**src/rtl/iob_asym_stream_conv_pkg.sv**
```systemverilog
// Width helpers and shared types for the asymmetric stream width converter.
package iob_asym_stream_conv_pkg;

    typedef enum logic {
        ST_EMPTY = 1'b0,
        ST_DRAIN = 1'b1
    } dn_state_t;

    function automatic int iob_max(input int a, input int b);
        return (a > b) ? a : b;
    endfunction

    function automatic int iob_min(input int a, input int b);
        return (a < b) ? a : b;
    endfunction

    function automatic int iob_clog2(input int v);
        int r;
        r = 0;
        for (int i = 0; i < 32; i++) begin
            if ((1 << r) < v) r = r + 1;
        end
        return r;
    endfunction

endpackage

```
**src/rtl/iob_stream_reg_slice.sv**
```systemverilog
// Valid/ready output register; data, keep and last only change when a new beat loads.
module iob_stream_reg_slice #(
    parameter int DATA_W = 32,
    parameter int KEEP_W = 4
) (
    input  logic              clk,
    input  logic              cke,
    input  logic              rst_n,
    input  logic              in_valid,
    output logic              in_ready,
    input  logic [DATA_W-1:0] in_data,
    input  logic [KEEP_W-1:0] in_keep,
    input  logic              in_last,
    output logic              out_valid,
    input  logic              out_ready,
    output logic [DATA_W-1:0] out_data,
    output logic [KEEP_W-1:0] out_keep,
    output logic              out_last
);

    assign in_ready = !out_valid || out_ready;

    always_ff @(posedge clk) begin
        if (!rst_n) begin
            out_valid <= 1'b0;
            out_data  <= '0;
            out_keep  <= '0;
            out_last  <= 1'b0;
        end else if (cke) begin
            if (in_valid && in_ready) begin
                out_valid <= 1'b1;
                out_data  <= in_data;
                out_keep  <= in_keep;
                out_last  <= in_last;
            end else if (out_ready) begin
                out_valid <= 1'b0;
            end
        end
    end

endmodule

```
**src/rtl/iob_asym_stream_conv.sv**
```systemverilog
// Stream width converter: packs narrow lanes into wide words, splits wide words into
// narrow lanes, or acts as a plain register slice when both widths match.
module iob_asym_stream_conv
    import iob_asym_stream_conv_pkg::*;
#(
    parameter int  I_DATA_W = 8,
    parameter int  O_DATA_W = 32,
    localparam int MIN_W    = iob_min(I_DATA_W, O_DATA_W),
    localparam int MAX_W    = iob_max(I_DATA_W, O_DATA_W),
    localparam int R        = MAX_W / MIN_W,
    localparam int I_KEEP_W = I_DATA_W / MIN_W,
    localparam int O_KEEP_W = O_DATA_W / MIN_W
) (
    input  logic                clk_i,
    input  logic                cke_i,
    input  logic                rst_n_i,
    input  logic                s_valid_i,
    output logic                s_ready_o,
    input  logic [I_DATA_W-1:0] s_data_i,
    input  logic [I_KEEP_W-1:0] s_keep_i,
    input  logic                s_last_i,
    output logic                m_valid_o,
    input  logic                m_ready_i,
    output logic [O_DATA_W-1:0] m_data_o,
    output logic [O_KEEP_W-1:0] m_keep_o,
    output logic                m_last_o
);

    if (I_DATA_W < O_DATA_W) begin : g_upsize
        localparam int IDX_W = iob_clog2(R);

        logic [O_DATA_W-1:0] acc, acc_nxt;
        logic [R-1:0]        acc_keep, acc_keep_nxt;
        logic [IDX_W-1:0]    idx;
        logic                closing, accept, slice_ready;

        // A keep=0 beat only closes the word if it carries last and lanes are already filled.
        assign closing   = s_keep_i[0] ? ((idx == IDX_W'(R - 1)) || s_last_i)
                                       : (s_last_i && (idx != '0));
        assign s_ready_o = rst_n_i && (!closing || slice_ready);
        assign accept    = s_valid_i && s_ready_o;

        always_comb begin
            acc_nxt      = acc;
            acc_keep_nxt = acc_keep;
            for (int l = 0; l < R; l++) begin
                if (s_keep_i[0] && (idx == IDX_W'(l))) begin
                    acc_nxt[l*I_DATA_W +: I_DATA_W] = s_data_i;
                    acc_keep_nxt[l]                 = 1'b1;
                end
            end
        end

        always_ff @(posedge clk_i) begin
            if (!rst_n_i) begin
                acc      <= '0;
                acc_keep <= '0;
                idx      <= '0;
            end else if (cke_i && accept) begin
                if (closing) begin
                    acc      <= '0;
                    acc_keep <= '0;
                    idx      <= '0;
                end else begin
                    acc      <= acc_nxt;
                    acc_keep <= acc_keep_nxt;
                    if (s_keep_i[0]) idx <= idx + IDX_W'(1);
                end
            end
        end

        iob_stream_reg_slice #(.DATA_W(O_DATA_W), .KEEP_W(O_KEEP_W)) u_slice (
            .clk       (clk_i),
            .cke       (cke_i),
            .rst_n     (rst_n_i),
            .in_valid  (accept && closing),
            .in_ready  (slice_ready),
            .in_data   (acc_nxt),
            .in_keep   (acc_keep_nxt),
            .in_last   (s_last_i),
            .out_valid (m_valid_o),
            .out_ready (m_ready_i),
            .out_data  (m_data_o),
            .out_keep  (m_keep_o),
            .out_last  (m_last_o)
        );
    end else if (I_DATA_W > O_DATA_W) begin : g_downsize
        // state    | meaning
        // ST_EMPTY | no word held, input accepted unconditionally
        // ST_DRAIN | emitting lanes of the held word, one per m handshake
        localparam int IDX_W = iob_clog2(R);

        dn_state_t           state, state_nxt;
        logic [I_DATA_W-1:0] hold_data;
        logic [R-1:0]        hold_keep;
        logic                hold_last;
        logic [IDX_W-1:0]    idx, top_lane;
        logic                last_lane, m_hs, load;

        always_comb begin
            top_lane = '0;
            for (int l = 0; l < R; l++) begin
                if (hold_keep[l]) top_lane = IDX_W'(l);
            end
        end

        assign last_lane = (idx == top_lane);
        assign m_hs      = (state == ST_DRAIN) && m_ready_i;
        assign s_ready_o = rst_n_i && ((state == ST_EMPTY) || (last_lane && m_ready_i));
        assign load      = s_valid_i && s_ready_o && (s_keep_i != '0);

        always_ff @(posedge clk_i) begin
            if (!rst_n_i)   state <= ST_EMPTY;
            else if (cke_i) state <= state_nxt;
        end

        always_comb begin
            state_nxt = state;
            case (state)
                ST_EMPTY: if (load) state_nxt = ST_DRAIN;
                ST_DRAIN: if (m_hs && last_lane) state_nxt = load ? ST_DRAIN : ST_EMPTY;
                default:  state_nxt = ST_EMPTY;
            endcase
        end

        always_comb begin
            m_valid_o = (state == ST_DRAIN);
            m_keep_o  = {O_KEEP_W{state == ST_DRAIN}};
            m_last_o  = hold_last && last_lane && (state == ST_DRAIN);
            m_data_o  = '0;
            for (int l = 0; l < R; l++) begin
                if (idx == IDX_W'(l)) m_data_o = hold_data[l*O_DATA_W +: O_DATA_W];
            end
        end

        always_ff @(posedge clk_i) begin
            if (!rst_n_i) begin
                hold_data <= '0;
                hold_keep <= '0;
                hold_last <= 1'b0;
                idx       <= '0;
            end else if (cke_i) begin
                if (load) begin
                    hold_data <= s_data_i;
                    hold_keep <= s_keep_i;
                    hold_last <= s_last_i;
                end
                if (m_hs) idx <= last_lane ? '0 : idx + IDX_W'(1);
            end
        end
    end else begin : g_same
        logic slice_ready;

        assign s_ready_o = rst_n_i && slice_ready;

        iob_stream_reg_slice #(.DATA_W(O_DATA_W), .KEEP_W(O_KEEP_W)) u_slice (
            .clk       (clk_i),
            .cke       (cke_i),
            .rst_n     (rst_n_i),
            .in_valid  (s_valid_i),
            .in_ready  (slice_ready),
            .in_data   (s_data_i),
            .in_keep   (s_keep_i),
            .in_last   (s_last_i),
            .out_valid (m_valid_o),
            .out_ready (m_ready_i),
            .out_data  (m_data_o),
            .out_keep  (m_keep_o),
            .out_last  (m_last_o)
        );
    end

endmodule

```
**config.mk**
```make
export PLATFORM = sky130hd
export DESIGN_NAME = iob_asym_stream_conv
export DESIGN_NICKNAME = d
export VERILOG_FILES = /design/src/rtl/iob_asym_stream_conv_pkg.sv /design/src/rtl/iob_stream_reg_slice.sv /design/src/rtl/iob_asym_stream_conv.sv
export SDC_FILE = /design/constraint.sdc
export NUM_CORES = 1
export LEC_CHECK = 0
export BUFFER_PORTS_ARGS = -buffer_cell sky130_fd_sc_hd__buf_2
export CAP_MARGIN = 20
export CORE_ASPECT_RATIO = 0.5
export CORE_MARGIN = 1
export CORE_UTILIZATION = 40
export CTS_BUF_LIST = sky130_fd_sc_hd__clkbuf_8 sky130_fd_sc_hd__clkbuf_16
export DETAILED_ROUTE_END_ITERATION = 10
export PLACE_DENSITY = 0.62
export SETUP_SLACK_MARGIN = 0.4
export SLEW_MARGIN = 20
export SYNTH_ARGS = -nofsm -noshare
export SYNTH_HDL_FRONTEND = slang
export SYNTH_SLANG_ARGS = --single-unit
```
**constraint.sdc**
```tcl
create_clock -name clk_i -period 2.25 [get_ports clk_i]
set_clock_uncertainty 0.15 [all_clocks]
set_input_delay 0.1125 -clock clk_i [delete_from_list [all_inputs] [get_ports clk_i]]
set_output_delay 0.1125 -clock clk_i [all_outputs]
set_load 0.02 [all_outputs]
```
-- Yosys cells after proc, flatten, opt, wreduce, memory -nomap -nowiden
Index checks and enable logic that the tools add are counted.
- add/sub/neg operators: 1
- eq/ne operators: 3
- multiplexer cells: 15
- reductions and logical operators: 22
- operators with widths (cell ; number):
    32-bit two-way mux ; 1
    8-bit two-way mux ; 4
    1-bit logical AND ; 10
    1-bit two-way mux ; 7
    2-bit AND reduction ; 3
    2-bit nonzero test ; 3
    2-bit == test (second input constant) ; 2
    2-bit two-way mux ; 2
    4-bit two-way mux ; 1
    1-bit logical OR ; 3
    2-bit by 1-bit adder with 2-bit output (second input constant) ; 1
    2-bit by 1-bit == test with 1-bit output (second input constant) ; 1
    1-bit zero test ; 2
    2-bit zero test ; 1
- register bits: 76
- input port bits: 15
- output and inout port bits: 39

-- Logic depth before layout (Yosys ltp)
Gate-level depths: netlist of run 1.
- depth after elaboration: 11
- gate-level depth with buffers: 8
- mapped depth without buffers: 6

-- Cells and area by module
A second synthesis of run 1 with hierarchy kept.
- cell total of the unflattened synthesis: 366
- area total of the unflattened synthesis: 3413.3 µm²
- by module, submodules not included (module ; times used ; cells each ; area each (µm²)):
    iob_asym_stream_conv ; 1 ; 200 ; 1849.3
    iob_stream_reg_slice ; 1 ; 166 ; 1564.0

-- Worst setup path after synthesis of run 1
No wires, ideal clock.
- path type: reg2reg
- from: register g_upsize.idx[0]
- to: register g_upsize.u_slice.out_data[16]
- library setup time: 0.116 ns
- data arrival time: 1.729 ns
- data required time: 1.984 ns
- slack: 0.254 ns
- stages on the path, launching flop included: 9
- buffers on the path: 2
- clock period less this slack: 1.996 ns
- cells stage by stage: dfxtp_1 inv_1 ha_1 nor2b_1 nor4_4 buf_4 buf_4 nand3_1 o211a_1
- longest elaborated chain between the ends: 10
- elaborated cells on any way between the ends: 15
- classes of those cells: eq/ne (2); mux (2); reduce/logical (11)
- RTL lines (what ; line ; source):
    from (decl) ; iob_asym_stream_conv.sv:34 ; logic [IDX_W-1:0] idx;
    from (signal assigned) ; iob_asym_stream_conv.sv:67 ; if (s_keep_i[0]) idx <= idx + IDX_W'(1);
    2-bit == test or 2-bit nonzero test (tied branches) ; iob_asym_stream_conv.sv:38, iob_asym_stream_conv.sv:39 ;
    1-bit logical OR or 1-bit logical AND (tied branches) ; iob_asym_stream_conv.sv:38, iob_asym_stream_conv.sv:39 ;
    1-bit two-way mux ; iob_asym_stream_conv.sv:38 ; assign closing = s_keep_i[0] ? ((idx == IDX_W'(R - 1)) || s_last_i)
    1-bit zero test ; iob_asym_stream_conv.sv:40 ; assign s_ready_o = rst_n_i && (!closing || slice_ready);
    1-bit logical OR ; iob_asym_stream_conv.sv:40 ;
    1-bit logical AND ; iob_asym_stream_conv.sv:40 ;
    1-bit logical AND ; iob_asym_stream_conv.sv:41 ; assign accept = s_valid_i && s_ready_o;
    1-bit logical AND ; iob_asym_stream_conv.sv:76 ; .in_valid (accept && closing),
    1-bit logical AND ; iob_stream_reg_slice.sv:30 ; if (in_valid && in_ready) begin
    2-bit AND reduction (no line) ; - ;
    to (signal assigned) ; iob_stream_reg_slice.sv:32 ; out_data <= in_data;
    to (decl) ; iob_stream_reg_slice.sv:16 ; output logic [DATA_W-1:0] out_data,
Several ways; a longest one is shown, not always the timed one.
A chain may end at the register's enable or synchronous reset.

-- Worst setup path in the final report of run 1
- from: register g_upsize.idx[1]
- to: register g_upsize.acc[15]
- longest elaborated chain between the ends: 8
- elaborated cells on any way between the ends: 14
- classes of those cells: eq/ne (2); mux (3); reduce/logical (9)
- RTL lines (what ; line ; source):
    2-bit == test or 2-bit nonzero test (tied branches) ; iob_asym_stream_conv.sv:38, iob_asym_stream_conv.sv:39 ;
    1-bit logical OR or 1-bit logical AND (tied branches) ; iob_asym_stream_conv.sv:38, iob_asym_stream_conv.sv:39 ;
    1-bit two-way mux ; iob_asym_stream_conv.sv:38 ;
    1-bit zero test ; iob_asym_stream_conv.sv:40 ;
    1-bit logical OR ; iob_asym_stream_conv.sv:40 ;
    1-bit logical AND ; iob_asym_stream_conv.sv:40 ;
    1-bit logical AND ; iob_asym_stream_conv.sv:41 ;
    1-bit logical AND ; iob_asym_stream_conv.sv:59 ; end else if (cke_i && accept) begin
    to (signal assigned) ; iob_asym_stream_conv.sv:65 ; acc <= acc_nxt;
    to (decl) ; iob_asym_stream_conv.sv:32 ; logic [O_DATA_W-1:0] acc, acc_nxt;
Several ways; a longest one is shown, not always the timed one.

==> impl_results.md, run 1 <==
- DIE WIDTH: 127 um
- CORE AREA: 7430 um2
- Hold Path Sink: g_upsize.idx[1]
- Clock Tree Buf Depth: 2
- GRT Total Usage: 0.237
- Synth top area cells: dfxtp_1, nand3_1, o211a_1
- DR pass1 iterations: 5
- HPWL Detailed: 5350 um
- TritonCTS sink count: 76
- Leading area contributor after synthesis: dfxtp_1
- Clock Latency Late Sink: 340 ps
- Max Cap Viol: 0
- Drt wl/cell: 17.8 um
- Worst-path clk slew: 60 ps
- Final #Nets: 443
- Largest net degree at the start of global routing: 30
- Status: complete, no violations
- Detail Route Antenna Nets: 0
- Worst hold path depth: 3
- Register area share after synthesis: 0.488
- First-pass GRT wire length: 14,500 um
- Number of buffers created by CTS: 9
- Diodes inserted: 0
- # IOs: 54
- Net count after synthesis: 354
- PwrDens: 747 nW/um2
- RR Startpoint: g_upsize.idx[1]
- Final core occ: 0.605
- Dpl ws: 208 ps
- Final Hold Viols: 0
- Synth Register Bits: 76
- Overall die area: 8180 um2
- Leak Pwr: 0.00219 uW
- CTS tree: yes
- Final setup violation count: 0
- Post-route setup slack: 392 ps
- Cell Area, Synth: 3120 um2
- Element type at the critical path end: flip-flop
- Synth cell types: 32
- Final slew viol count: 0
- Worst Hold Class: input pin to flip-flop
- Initial detailed-routing violation count: 329
- Final worst path period need: 1860 ps
- Data arrival, critical path: 1940 ps
- Starting Density: 0.420
- HP Start: s_valid_i
- Final period utilization: 0.826
- Asr flop ratio synth: 0
- Logic pwr share: 0.107
- Routed WL: 9360 um
- Setup TNS: 0 ps
- GRT Residual Overflow: 0
- Placer Congestion: 0.796
- YS warnings: 0
- Fmax: 538 MHz
- Ratio of cells with drive above 1 in the final layout: 0.319
- Most used DFF post-synth: dfxtp_1
- RSZ-0062 raised after global routing: yes
- Fillers: 604
- Mapped Avg Cell Area: 9.31 um2
- Kind of critical path: flip-flop to flip-flop
- Part of the power in registers: 0.416
- Vias: 2,948
- Worst reg-to-reg path cell count: 9
- Worst Tran Pin Value: 560 ps
- Reg2reg end: g_upsize.acc[15]
- Internal: 2590 uW
- Clock power frac: 0.477
- Chip Height: 64.4 um
- # rows: 22
- H-tree Lvls: 3
- Startpoint types: flip-flop
- Area Growth Syn to Fin: 44.2%
- WP data required: 2330 ps
- Initial antenna violation count: 0
- Vias in the first global route: 2,779
- DR vias/cell: 5.62
- # DRC: 0
- Port-buffer cells: 53
- Worst reg2reg setup slack: 390 ps
- Maximum vdd ir drop: 0.418 mV
- Switching part of the total power: 0.230
- Sw power: 772 uW
- CTS root buf: clkbuf_16
- Peak fanout along the critical path: 4
- Gate Count Post-Synth: 335
- Yosys top cell area share: 0.488
- Post-synth EDFFs: 0
- Slew headroom: 0.626
- Worst Setup SP: g_upsize.idx[1]
-- state kept, by name, summed over array words and instances, names as in the netlist --
register                    cells
g_upsize.acc                   32
g_upsize.acc_keep               4
g_upsize.idx                    2
g_upsize.u_slice.out_data      32
g_upsize.u_slice.out_keep       4
g_upsize.u_slice.out_last       1
g_upsize.u_slice.out_valid      1
-- placed cells by master, fill, tap and decap left out, types with 3 or more instances in the layout --
| cell | count |
|---|---|
| dfxtp_1 | 74 |
| nand3_1 | 66 |
| buf_2 | 51 |
| nand2_1 | 44 |
| o211a_1 | 33 |
| buf_4 | 27 |
| a22o_1 | 24 |
| clkbuf_16 | 11 |
| dlygate4sd3_1 | 11 |
| and3_1 | 9 |
| nor2_1 | 6 |
| a21oi_1 | 6 |
| buf_12 | 5 |
| buf_6 | 5 |
| o21ai_0 | 4 |
| ha_4 | 4 |
| buf_16 | 4 |
| nor4_4 | 3 |
| o21ai_1 | 3 |
| a21boi_0 | 3 |
| clkbuf_8 | 3 |
-- repair_timing --
action                                 CTS  global route
hold buffers                            11             0
cloned                                   4             2
setup endpoints to repair               72            72
endpoints found under the hold margin   20             0
setup buffers                           11             6
resized for setup                       23            24
pin swaps                                3            10
-- critical path: stages, from the launching register on --
cell and delay (ps):
dfxtp_4 380, inv_4 50, ha_4 160, nor2b_4 140
nor4_4 150, buf_6 150, buf_6 140, nor3b_4 60
buf_4 150, a22o_1 220
-- kinds of logic after synthesis --
logic type      synth area share
fa+ha+maj                 0.0160
mux                      0.00642
buf+inv                   0.0409
simple gates               0.232
compound gates             0.217
flops                      0.488
-- cell usage after synthesis (3+ instances only) --
| cell type | count |
|---|---|
| nand3_1 | 68 |
| nor2_1 | 6 |
| ha_1 | 4 |
| o211a_1 | 33 |
| buf_2 | 6 |
| a21boi_0 | 4 |
| clkbuf_1 | 17 |
| o21ai_0 | 4 |
| dfxtp_1 | 76 |
| nand2_1 | 45 |
| and3_1 | 9 |
| a22o_1 | 24 |
| nor2b_1 | 3 |
| buf_4 | 3 |
| o21ai_1 | 5 |
| a21oi_1 | 7 |
-- area by class of cell --
class,count,area (um2),share of cell area
Clock buffer,12,267,0.0593
Tap cell,96,120,0.0267
Multi-Input combinational cell,230,1610,0.359
Sequential cell,76,1530,0.340
Inverter,2,12.5,0.00278
Clock inverter,4,70.1,0.0156
Timing Repair Buffer,105,885,0.197
-- through the flow --
stage	hold WS [ps]	power (uW)	std cells	instance area, um2
3_3_place_gp	283	1690	475	3540
5_1_grt	114	3480	525	4500
6_report	108	3360	525	4500
2_1_floorplan	88.2	1590	335	3130
4_1_cts	76.6	3370	517	4310
3_5_place_dp	290	1700	475	3540
-- layer usage --
metal / vias up / share of wire / track usage / wire length [um]
met5: - / 0 / 0 / 0
met4: 0 / 0.015 / 0.110 / 141
met3: 12 / 0.071 / 0.0636 / 667
met2: 107 / 0.45 / 0.363 / 4260
met1: 1420 / 0.46 / 0.313 / 4300
li1: 1409 / - / - / -
-- power by group through the flow --
| stage | combinational (uW) | sequential, uW | clock [uW] |
|---|---|---|---|
| global route | 383 | 1400 | 1690 |
| finish | 361 | 1400 | 1600 |
| CTS | 329 | 1400 | 1640 |
| detailed placement | 268 | 1430 | 0 |
| floorplan | 130 | 1460 | 0 |
| global placement | 263 | 1430 | 0 |
-- worst max path at each step --
stage | to | cells after the start
2_1_floorplan | g_upsize.u_slice.out_data[16] | 7
3_3_place_gp | g_upsize.u_slice.out_data[30] | 7
3_5_place_dp | g_upsize.u_slice.out_data[23] | 7
4_1_cts | g_upsize.u_slice.out_data[25] | 10
5_1_grt | g_upsize.acc[11] | 9
6_report | g_upsize.acc[15] | 9
Power figures use the tool's default switching activity.
==> run 2, diff against run 1 <==
- PLACE_DENSITY: 0.62 -> 0.65
- clock period: 2.25 -> 1.6 ns (I/O delays scaled with it)
==> run 2 against run 1 <==
Effect of this change: the flow now finishes with violations (negative setup slack); worst hold slack worse by 77 ps; sequential share of layout area is 1.3 points lower; critical path depth is 2 lower; sequential cell count stayed put; setup slack worse by 660 ps; non-clock buffer count is 9 higher; power is 32% higher; die area stayed put; wire length is 1.0% higher; first-iteration DRC count is 13% lower; critical endpoint is now g_upsize.acc[13]; largest power group is now sequential cells.
==> impl_results.md, run 2 (synthesized netlist as in run 1, its figures left out) <==
- Reg2reg end: g_upsize.acc[13]
- # IOs: 54
- DR pass1 iterations: 4
- Final period utilization: 1.17
- Final slew viol count: 0
- Diodes inserted: 0
- Biggest registers after layout: g_upsize.acc x32, g_upsize.u_slice.out_data x32
- Clock Tree Buf Depth: 2
- First-pass GRT wire length: 15,100 um
- Crit-path slowest cell: dfxtp_4
- Starting Density: 0.420
- Final instance area: 4670 um2
- Clock Latency Late Sink: 340 ps
- Startpoint types: flip-flop
- Area Growth Syn to Fin: 49.9%
- H-tree Lvls: 3
- Final Hold Viols: 0
- HP Start: s_last_i
- Failing checks: negative setup slack
- RR Startpoint: g_upsize.idx[0]
- PwrDens: 947 nW/um2
- Overall die area: 8180 um2
- Crit-path max cell delay: 360 ps
- GRT Residual Overflow: 0
- Slew headroom: 0.784
- Data arrival, critical path: 1940 ps
- Ratio of cells with drive above 1 in the final layout: 0.399
- CORE AREA: 7430 um2
- Detail Route Antenna Nets: 0
- Vias in the first global route: 3,023
- Drt wl/cell: 17.7 um
- RSZ-0062 raised after global routing: yes
- Delay-heaviest family, CP: simple AND/OR/NAND/NOR gates
- DIE WIDTH: 127 um
- Final #Nets: 453
- Most common cell after layout, fill and taps aside: dfxtp_1
- GRT Total Usage: 0.242
- Worst Tran Pin Value: 322 ps
- Most frequent cells in the layout: dfxtp_1, nand3_1, buf_2
- Design Power: 4430 uW
- Routed WL: 9460 um
- # DRC: 0
- Initial antenna violation count: 0
- TritonCTS sink count: 76
- Fmax: 536 MHz
- Worst hold path depth: 4
- WP data required: 1680 ps
- Status: finished with violations
- DR vias/cell: 5.67
- Final worst path period need: 1860 ps
- Setup TNS: -12,120 ps
- Hold Path Sink: g_upsize.u_slice.out_last
- Final setup violation count: 77
- Post-route setup slack: -265 ps
- Port-buffer cells: 53
- Largest net degree at the start of global routing: 23
- Max Cap Viol: 0
- CTS root buf: clkbuf_16
- Chip Height: 64.4 um
- CP bufs+invs: 3
- Dpl ws: -294 ps
- Element type at the critical path end: flip-flop
- Worst reg2reg setup slack: -260 ps
- Worst Hold Class: input pin to flip-flop
- # rows: 22
- HPWL Detailed: 5720 um
- CTS tree: yes
- Vias: 3,032
- Kind of critical path: flip-flop to flip-flop
- Number of buffers created by CTS: 9
- Peak fanout along the critical path: 8
- Placement Cell Area: 3760 um2
- Worst reg-to-reg path cell count: 7
- Placer Congestion: 0.838
- Worst-path clk slew: 60 ps
- Leak Pwr: 0.00222 uW
- Initial detailed-routing violation count: 286
- CP Cell Sequence: ha_4 > buf_6 > buf_12 > nor4_2 > nor3b_2 > buf_4 > a22o_1
- Maximum vdd ir drop: 0.555 mV
[run 2: through the flow]
| stage | hold slack (ps) | instances | utilization |
|---|---|---|---|
| after floorplan | 55.7 | 335 | - |
| after global placement | 271 | 492 | 0.506 |
| after detailed placement | 288 | 492 | 0.506 |
| after CTS | -54.7 | 530 | 0.608 |
| after global routing | 48.7 | 535 | 0.629 |
| final | 31.9 | 535 | 0.629 |
[run 2: where the power goes]
group	internal, uW	switching (uW)
registers	1940	28.3
clock network	1120	782
logic	240	313
total	3300	1120
[run 2: worst min-delay path, delay by kind of cell]
family / cells / cell delay, ps
AOI/OAI and AO/OA: 1 / 50
buffers and inverters: 2 / 290
and+or+nand+nor: 1 / 60
[run 2: what timing repair did]
action / 4_1_cts / 5_1_grt
endpoints found under the hold margin: 24 / 1
hold buffers: 9 / 1
gates cloned: 3 / 0
buffers inserted: 10 / 4
pin swaps: 12 / 22
gates resized for setup: 53 / 29
endpoints found under the setup margin: 77 / 78
[run 2: how the worst max path moves through the flow]
stage | start | end | slack [ps] | depth (start not counted)
after detailed placement | g_upsize.idx[1] | g_upsize.u_slice.out_data[7] | -290 | 6
after global routing | g_upsize.idx[0] | g_upsize.acc[9] | -350 | 7
after global placement | g_upsize.idx[1] | g_upsize.acc[0] | -200 | 5
final | g_upsize.idx[0] | g_upsize.acc[13] | -260 | 7
after CTS | g_upsize.idx[0] | g_upsize.acc[22] | -220 | 6
after floorplan | g_upsize.idx[1] | g_upsize.u_slice.out_data[16] | -120 | 7
[run 2: per-layer routing]
metal	track usage	share of wire	up-vias	wire length, um
met5	0	0	-	0
met4	0.121	0.026	0	248
met3	0.0718	0.049	25	462
met2	0.408	0.49	90	4680
met1	0.284	0.43	1486	4070
li1	-	-	1431	-
[run 2: final cells by class]
class,instances,area [um2]
Multi-Input combinational cell,231,1790
Fill cell,597,2760
Inverter,2,12.5
Clock buffer,11,253
Clock inverter,5,27.5
Tap cell,96,120
Sequential cell,76,1530
Timing Repair Buffer,114,938
==> run 3, diff against run 2 <==
- ABC_AREA: unset -> 1
- CORE_UTILIZATION: 40 -> 51
- PLACE_DENSITY: 0.65 -> 0.78
==> run 3 against run 2 <==
Effect of this change: the run still ends with negative setup slack left; cell count rose by 23%; non-clock buffer count fell by 21; sequential power barely moved; critical path type is now flip-flop to output pin; largest cell class unchanged; largest power group unchanged.
==> impl_results.md, run 3 <==
- Crit-path max cell delay: 350 ps
- Largest net degree at the start of global routing: 35
- Asr flop ratio synth: 0
- Post-Route M1 WL: 4160 um
- Yosys top cell area share: 0.434
- WP data required: 1370 ps
- Vias in the first global route: 2,932
- Final Hold Viols: 0
- Initial antenna violation count: 0
- Final setup violation count: 76
- Final worst path period need: 1760 ps
- Mux contribution to synthesized area: 0
- Synth top area cells: dfxtp_1, nand2_1, inv_1
- Crit-path slowest cell: dfxtp_2
- H-tree Lvls: 3
- Gate Count Post-Synth: 488
- Worst Tran Pin Value: 374 ps
- Min Hold Slack: 83.6 ps
- Largest family of logic cells by synthesized area: simple AND/OR/NAND/NOR gates
- Synth Area in XOR/XNOR: 0
- Worst-path clk slew: 60 ps
- Post-synth EDFFs: 0
- Most frequent cells in the layout: nand2_1, inv_1, dfxtp_1
- First-pass GRT wire length: 14,300 um
- Fillers: 403
- Slew headroom: 0.748
- Port-buffer cells: 53
- Routed WL: 9130 um
- Met2 WL: 4240 um
- Synth cell count leaders: nand2_1, inv_1, dfxtp_1
- Post-route setup slack: -164 ps
- Highest metal used: met4
- # rows: 20
- Fmax: 567 MHz
- Placement Cell Area: 4250 um2
- Drt wl/cell: 13.9 um
- DR pass1 iterations: 5
- Cell Area, Synth: 3510 um2
- CP dominant cell by count: nand2_4
- DR vias/cell: 4.99
- Final period utilization: 1.10
- Final slew viol count: 0
- DIE WIDTH: 119 um
- Kind of critical path: flip-flop to output pin
- Post-synthesis compound-gate area fraction: 0.151
- Final instance area: 4910 um2
- Number of buffers created by CTS: 9
- Element type at the critical path end: output pin
- Setup TNS: -6850 ps
- Ratio of cells with drive above 1 in the final layout: 0.392
- Vias: 3,291
- Detail Route Antenna Nets: 0
- CTS tree: yes
- # DRC: 0
- Status: finished with violations
- Diodes inserted: 0
- Final #Nets: 585
- Starting Density: 0.552
- Leading area contributor after synthesis: dfxtp_1
- HPWL Detailed: 5440 um
- Mapped Avg Cell Area: 7.19 um2
- Most used DFF post-synth: dfxtp_1
- Synth Register Bits: 76
- Max Cap Viol: 0
- Failing checks: negative setup slack
- CORE AREA: 6360 um2
- Area Growth Syn to Fin: 40.0%
- CP Cell Sequence: inv_2 > ha_4 > nand2_2 > nand2_2 > nand2_4 > nand2_4 > buf_6 > nand2_4 > inv_2 > buf_6
- Clock Tree Buf Depth: 2
- Most frequent cell after synthesis: nand2_1
- Biggest registers after layout: g_upsize.acc x32, g_upsize.u_slice.out_data x32
- GRT Total Usage: 0.264
- Worst Hold Class: input pin to flip-flop
- GRT Residual Overflow: 0
- Synth Area in Adders: 0.0143
- # IOs: 54
- Peak fanout along the critical path: 3
- PwrDens: 912 nW/um2
- Chip Height: 60.7 um
- Overall die area: 7240 um2
- Maximum vdd ir drop: 0.684 mV
- Post-Synth Simple-Gate Area: 0.264
- YS warnings: 0
- Most common cell after layout, fill and taps aside: nand2_1
- Leak Pwr: 0.00225 uW
- Startpoint types: flip-flop
- Register area share after synthesis: 0.434
- Initial detailed-routing violation count: 344
- Clock Latency Late Sink: 340 ps
- TritonCTS sink count: 76
- Data arrival, critical path: 1530 ps
- Net count after synthesis: 507
- Met3 wire length: 601 um
- Placer Congestion: 0.868
- RSZ-0062 raised after global routing: yes
- Synth cell types: 22
- CTS root buf: clkbuf_16
-- run 3: changes by cell type after synthesis, moves of 33 or more --
cell	change
a21oi_1	+33
nand2_1	+68
nand3_1	-64
o211a_1	-33
nor2_1	+38
inv_1	+83
o21ai_0	+59
-- run 3: timing repair --
item / in CTS / in global routing
cloned: 3 / 0
pin swaps: 8 / 5
endpoints found under the hold margin: 2 / 0
setup buffers: 3 / 2
endpoints found under the setup margin: 77 / 77
hold buffers: 3 / 0
gates resized for setup: 54 / 38
-- run 3: logic make-up after synthesis --
kind of cell,after synthesis
buffers and inverters,114
flip-flops,76
AO/OA/AOI/OAI,105
AND/OR/NAND/NOR,189
adder cells (fa/ha/maj),4
-- run 3: where the power goes --
group          switching [uW]  internal (uW)
clock                     751           1060
combinational             396            270
sequential               36.5           1970
total                    1180           3300
-- run 3: layout make-up --
cell class | instances | area [um2] | share of cell area
inverters | 88 | 334 | 0.0680
well taps | 88 | 110 | 0.0224
multi-input cells | 298 | 1890 | 0.384
clock inverters | 6 | 25.0 | 0.00509
flip-flops and latches | 76 | 1530 | 0.311
clock buffers | 10 | 239 | 0.0486
repair buffers | 93 | 791 | 0.161
-- run 3: final timing paths --
path / start / to / slack (ps) / cells past startpoint
hold / removal: rst_n_i / g_upsize.acc[10] / 80 / 4
hold reg to reg: g_upsize.acc[31] / g_upsize.acc[31] / 280 / 2
setup / recovery: g_upsize.idx[1] / s_ready_o / -160 / 10
setup reg to reg: g_upsize.idx[1] / g_upsize.u_slice.out_last / -150 / 10
-- run 3: layer usage --
layer	track usage	up-vias
met2	0.417	119
met4	0.118	0
met3	0.0818	14
met5	0	-
li1	-	1672
met1	0.343	1486
-- run 3: critical path, delay by kind of cell (launching register included) --
family	cells	cell delay (ps)
fa+ha+maj	1	160
flops	1	350
buf+inv	4	340
simple gates	5	340
-- run 3: metrics by stage --
| stage | total power [uW] | util | instances | setup WS, ps |
|---|---|---|---|---|
| 2_1_floorplan | 2440 | - | 488 | 27.4 |
| 3_3_place_gp | 2600 | 0.668 | 632 | -73.0 |
| 3_5_place_dp | 2610 | 0.668 | 632 | -121 |
| 4_1_cts | 4460 | 0.754 | 657 | -151 |
| 5_1_grt | 4650 | 0.773 | 659 | -232 |
| 6_report | 4480 | 0.773 | 659 | -164 |
